===== config.mk =====
export PLATFORM = sky130hd
export DESIGN_NAME = seven_seg_mux
export DESIGN_NICKNAME = d
export VERILOG_FILES = /design/src/rtl/seven_seg_mux.sv
export SDC_FILE = /design/constraint.sdc
export NUM_CORES = 1
export LEC_CHECK = 0
export ABC_AREA = 0
export ABC_CLOCK_PERIOD_IN_PS = 3700
export CELL_PAD_IN_SITES_DETAIL_PLACEMENT = 0
export CELL_PAD_IN_SITES_GLOBAL_PLACEMENT = 1
export CORE_MARGIN = 2
export CORE_UTILIZATION = 41
export DETAILED_ROUTE_END_ITERATION = 10
export HOLD_SLACK_MARGIN = 0.12
export PLACE_DENSITY = 0.87
export SETUP_SLACK_MARGIN = 0.05
export SYNTH_ARGS = -nofsm -noshare
export SYNTH_HDL_FRONTEND = slang
export SYNTH_SLANG_ARGS = --single-unit

===== constraint.sdc =====
create_clock -name clk -period 3.7 [get_ports clk]
set_input_delay 1.11 -clock clk [delete_from_list [all_inputs] [get_ports clk]]
set_output_delay 1.11 -clock clk [all_outputs]
set_load 0.03 [all_outputs]

===== src/rtl/seven_seg_mux.sv =====
// seven_seg_mux: time-multiplexed common-anode 7-segment driver with dead time and per-frame double buffering
//   clk, reset (sync, active-low) | digits[4*NUM_DIGITS], digit_en[NUM_DIGITS] in
//   seg[7] active-low {g..a}, anode[NUM_DIGITS] one-hot per ANODE_ACTIVE_LOW, frame_done pulse out
module seven_seg_mux #(
  parameter int NUM_DIGITS       = 2,
  parameter int REFRESH_CYCLES   = 24000,
  parameter int DEADTIME_CYCLES  = 240,
  parameter int INVERT_IN        = 1,
  parameter int ANODE_ACTIVE_LOW = 1
) (
  input  logic                    clk,
  input  logic                    reset,
  input  logic [4*NUM_DIGITS-1:0] digits,
  input  logic [NUM_DIGITS-1:0]   digit_en,
  output logic [6:0]              seg,
  output logic [NUM_DIGITS-1:0]   anode,
  output logic                    frame_done
);
  localparam int CW = $clog2((REFRESH_CYCLES > DEADTIME_CYCLES ? REFRESH_CYCLES : DEADTIME_CYCLES) + 1);
  localparam int IW = NUM_DIGITS > 1 ? $clog2(NUM_DIGITS) : 1;
  localparam logic [6:0] SEG_LUT [16] = '{
    7'b1000000, 7'b1111001, 7'b0100100, 7'b0110000,
    7'b0011001, 7'b0010010, 7'b0000010, 7'b1111000,
    7'b0000000, 7'b0010000, 7'b0001000, 7'b0000011,
    7'b1000110, 7'b0100001, 7'b0000110, 7'b0001110
  };
  typedef enum logic {DEAD, SHOW} state_t;
  state_t                  state;
  logic [IW-1:0]           idx;
  logic [CW-1:0]           cnt;
  logic [4*NUM_DIGITS-1:0] shadow_digits;
  logic [NUM_DIGITS-1:0]   shadow_en;
  logic [NUM_DIGITS-1:0]   one_hot;
  logic [3:0]              nib;
  logic                    last;
  logic                    on;
  assign last = state == SHOW ? cnt == CW'(REFRESH_CYCLES - 1) : cnt == CW'(DEADTIME_CYCLES - 1);
  always_ff @(posedge clk) begin
    if (!reset) begin
      state         <= DEAD;
      idx           <= '0;
      cnt           <= '0;
      shadow_digits <= '0;
      shadow_en     <= '0;
      frame_done    <= 1'b0;
    end else begin
      // the first dead slot of digit 0 is the frame boundary: latch a whole frame's data at once
      if (state == DEAD && idx == '0 && cnt == '0) begin
        shadow_digits <= digits;
        shadow_en     <= digit_en;
      end
      frame_done <= state == SHOW && last && idx == IW'(NUM_DIGITS - 1);
      cnt        <= last ? '0 : cnt + 1'b1;
      if (last)
        state <= state == SHOW ? DEAD : SHOW;
      if (last && state == SHOW)
        idx <= idx == IW'(NUM_DIGITS - 1) ? '0 : idx + 1'b1;
    end
  end
  always_comb begin
    nib     = shadow_digits[{idx, 2'b00} +: 4];
    on      = state == SHOW && shadow_en[idx];
    one_hot = on ? NUM_DIGITS'(1) << idx : '0;
    anode   = ANODE_ACTIVE_LOW != 0 ? ~one_hot : one_hot;
    seg     = on ? SEG_LUT[INVERT_IN != 0 ? ~nib : nib] : 7'h7F;
  end
endmodule


Word-level counts from Yosys, hierarchy flattened
Memories as Yosys holds them, arrays and structs flattened.
Cells that the tools add are included.

storage, ports and cells
  bits of input ports = 12
  memories kept = 1
  RAM bits = 0
  bits in read-only memories = 112
  bits in latches = 0
  flip-flop bits (word level) = 28

memory list
  memory           words  bits a word  rd ports  clocked after memory_dff  wr ports  line  text
  (no name shown)  16     7            1         0                         0         65    seg = on ? SEG_LUT[INVERT_IN != 0 ? ~nib : nib] : 7'h7F;

operators by class
  multiply operators = 0
  multiplexer cells = 9
  div/mod/pow operators = 0
  $add $sub $neg = 2
  shift-type cells = 2
  magnitude comparators = 2
  eq/ne operators = 2
  reduce and logical (&&, ||, !) cells = 7
  bitwise operators = 6

operators with widths
  cell                   number
  $mux 7                 3
  $add 15x1->15 const B  1
  $eq 15x15->1 const B   1
  $eq 15x8->1 const B    1
  $logic_not 15->1       1
  $shiftx 8x4->4         1
  $ge 5x5->1 const B     1
  $logic_and 1x1->1      5
  $mux 1                 5
  $not 4->5              1
  $not 4->4              1
  $not 1->1              3
  $lt 1x2->1 const B     1
  $mux 2                 1
  $not 2->2              1
  $reduce_or 2->1        1
  $shl 1x1->2 const A    1
  $add 1x1->1 const B    1

Longest topological paths before layout
Gate-level depths: netlist of run 1.

  depth after elaboration = 7
  depth in mapped cells = 7
  mapped depth without buffers = 6

Worst setup path before layout of run 1
OpenSTA, ideal clock, no wires.

  path type = reg-to-output
  start point = register idx
  end point = output seg[3]
  data required time = 2.590 ns
  data arrival time = 2.058 ns
  buffers on the path = 1
  cell stages (with the launch flop) = 7
  setup slack = 0.532 ns
  path through = dfxtp_1 > buf_2 > mux2i_1 > inv_1 > ha_1 > mux4_2 > nand2b_1

on the way
  word-level cells in the longest chain between the ends = 7

RTL lines
  element                 line  text
  start, declared         29    logic [IW-1:0] idx;
  start signal, assigned  57    idx <= idx == IW'(NUM_DIGITS - 1) ? '0 : idx + 1'b1;
  $shiftx 8x4->4          61    nib = shadow_digits[{idx, 2'b00} +: 4];
  $not 4->4               65
  $not 4->5               65
  $mem_v2 16x7            n/a
  $mux 7 (2 in series)    65
  $mux 7 *                65
  end, declared           15    output logic [6:0] seg,

Mark *: on every way between the ends. The rest lies on a longest branch, timed or not. The select of a mux whose other input is x is not followed.

Worst setup path in the final report of run 1
Same ends and word-level chain as after synthesis.

==> metrics, run 1 <==
GRT Util Overall=0.150; final setup fails=0; RSZ-0062 raised after global routing=no; WS Path Type=flip-flop to output pin; largest net degree at the start of global routing=22; Fin Setup TNS=0 ns; worst rel slew slack=0.529; HP Class=flip-flop to flip-flop; Detailed Route Iter0 Violations=47; Via-to-Cell Ratio=5.35; Starting Density=0.424; area of the core=3970 sq um; Yosys reg bits=28; routability cong.=0.799; # fillers=411; Synth Net Count=214; Arrival @ worst endpoint=2.40 ns; CTS Hold Bufs=0; Mapped Cells=194; # IOs=22; Final Hold Vio Count=0; worst-path fanout max=7; H-Tree Depth=1; first-pass GRT wire length=5.46 mm; drt total wl=3.33 mm; wire length per cell=12.7 um; area delta synth->final=19.3%; Detailed Place HPWL=2.47 mm; grt ovf=0; worst vdd ir=206 uV; DRT Pass-1 Iters=4; CTS Sinks=28; Antenna Nets Post-Route=0; Final Skew=0.00130 ns; standard-cell rows=23; CP Capture Type=output pin; Longest Clk Path Bufs=2; Die Y=68.1 um; Die Width=68.1 um; YS warnings=0; share of layout cells above drive strength 1=0.0849; Skew-Pair Late Insertion Delay=0.27 ns; Final #Nets=233; port buffer count=21; achievable frequency=0.285 GHz; # DRC=0; Final period util=0.948; die area=4640 sq um; Seq/Total Area, Yosys=0.333; register area=562 sq um; Netlist cell types=37; Worst Max-Slew Pin Slew=0.704 ns; status=finished clean; Multi-input gate area=1030 sq um; pwr dens=332 nW/um^2; pre-CTS WS=0.0638 ns; Worst Path Required=2.59 ns; Max-Cap Viols=0; initial antenna violation count=0; Slew Limit Fails=0; Root Driver=clkbuf_8; number of global-route vias before repair=1249; mapped cell area=1680 sq um; Leak Pwr=0.683 nW; clk slew on worst S/H paths=0.10 ns; Setup crit start kind=flip-flop; CTS Buf Count=3; Antenna diodes=0; Avg Cell Area, Syn=8.68 sq um; Min Clock Period, post-route=3.51 ns; CTS tree=built; vias=1403; final worst slack=0.194 ns
==> repair_timing <==
item / CTS / global route
setup buffers: 0 / 0
setup endpoints to repair: 4 / 3
resized for setup: 3 / 3
==> cell type report <==
cell class	count	share of cell area
clock buffers	3	0.0205
inverters	9	0.0168
repair buffers	25	0.123
clock inverters	1	0.0149
well taps	50	0.0311
flip-flops and latches	28	0.280
multi-input cells	146	0.514
==> cells in the mapped netlist (all sizes together) <==
library cell,count,area share
o211ai,2,0.0089
a2111oi,1,0.0052
nor3,3,0.0089
clkbuf,6,0.013
nand3,13,0.039
nor4,5,0.019
nand2b,2,0.0074
or3,2,0.0082
inv,9,0.020
and3b,1,0.0052
or4,1,0.0067
o21ai,3,0.0089
and2,1,0.0037
xnor2,11,0.057
a211oi,1,0.0045
a211o,1,0.0059
nor4b,1,0.0052
o311ai,1,0.0052
mux2,2,0.013
xor2,2,0.010
nor2,6,0.013
nor2b,2,0.0074
buf,5,0.022
o221ai,3,0.016
and4,2,0.010
dfxtp,28,0.33
nand2,31,0.069
nand4,5,0.019
nor3b,14,0.062
a21oi,5,0.015
a221oi,1,0.016
ha,8,0.059
mux2i,15,0.089
mux4,1,0.013
==> final timing paths <==
path / startpoint / to / slack (ns) / cells past startpoint
worst min-delay path: shadow_digits[5] / shadow_digits[5] / 0.47 / 2
worst max-delay path: idx / seg[3] / 0.19 / 6
worst min register to register: shadow_digits[5] / shadow_digits[5] / 0.47 / 2
worst max register to register: state / cnt[1] / 1.65 / 4
==> sequential cells by signal, summed over array words and instances (netlist names) <==
signal	cells
cnt	15
shadow_digits	8
shadow_en	2
state	1
frame_done	1
idx	1
==> kinds of logic (layout without fill, tap and decap cells) <==
logic type	after synthesis	in the layout	share of synthesized area
buffers and inverters	20	38	0.0557
XOR/XNOR	13	13	0.0676
multiplexers	18	18	0.116
adder cells (fa/ha/maj)	8	8	0.0594
AO/OA/AOI/OAI	18	18	0.0847
flip-flops	28	28	0.333
AND/OR/NAND/NOR	89	89	0.284
==> stage by stage <==
step	hold WS (ns)	area (sq um)	util	total power [mW]	std cells
floorplan	0.433	1680	-	0.404	194
global placement	0.446	1930	0.485	0.433	258
detailed placement	0.456	1930	0.485	0.434	258
CTS	0.472	2000	0.504	0.676	262
global route	0.495	2010	0.506	0.699	262
finish	0.467	2010	0.506	0.668	262
==> worst max-delay path: stages (launching register included) <==
cell and delay, ns:
dfxtp_2 0.44, mux2i_2 0.35, inv_1 0.15, ha_1 0.24, mux4_2 0.44, nand2b_1 0.14, dlygate4sd2_1 0.37
==> layout by cell type, fill, tap and decap left out, drive strengths merged, types with 2 or more instances in the layout <==
| cell | Yosys | routed |
|---|---|---|
| nand2 | 31 | 31 |
| inv | 9 | 9 |
| mux2 | 2 | 2 |
| nor3 | 3 | 3 |
| dfxtp | 28 | 28 |
| mux2i | 15 | 15 |
| ha | 8 | 8 |
| o21ai | 3 | 3 |
| xor2 | 2 | 2 |
| clkbuf | 6 | 3 |
| o211ai | 2 | 2 |
| and4 | 2 | 2 |
| nor3b | 14 | 14 |
| clkdlybuf4s50 | 0 | 17 |
| nor4 | 5 | 5 |
| nor2b | 2 | 2 |
| nand3 | 13 | 13 |
| nor2 | 6 | 6 |
| o221ai | 3 | 3 |
| xnor2 | 11 | 11 |
| nand4 | 5 | 5 |
| nand2b | 2 | 2 |
| or3 | 2 | 2 |
| a21oi | 5 | 5 |
| dlymetal6s2s | 0 | 3 |
| buf | 5 | 4 |
==> layer usage <==
layer	GRT usage	wire length, um	up-vias
met4	0.0375	12	0
met1	0.202	1630	664
met5	0	0	-
met2	0.255	1590	17
met3	0.0164	94	2
li1	-	-	720
==> report_power, final <==
part,internal [mW],switching [mW],total (mW)
clock,0.145,0.0945,0.239
sequential,0.316,0.0107,0.326
combinational,0.0516,0.0505,0.102
total,0.512,0.156,0.668
Note: power is estimated with default switching activity, not from simulation.
==> inputs of run 2 (changes only) <==
CTS_CLUSTER_DIAMETER = 150   (was default)
==> results of run 2 <==
Same layout as run 1: the final DEF is identical, and so are final timing and power.
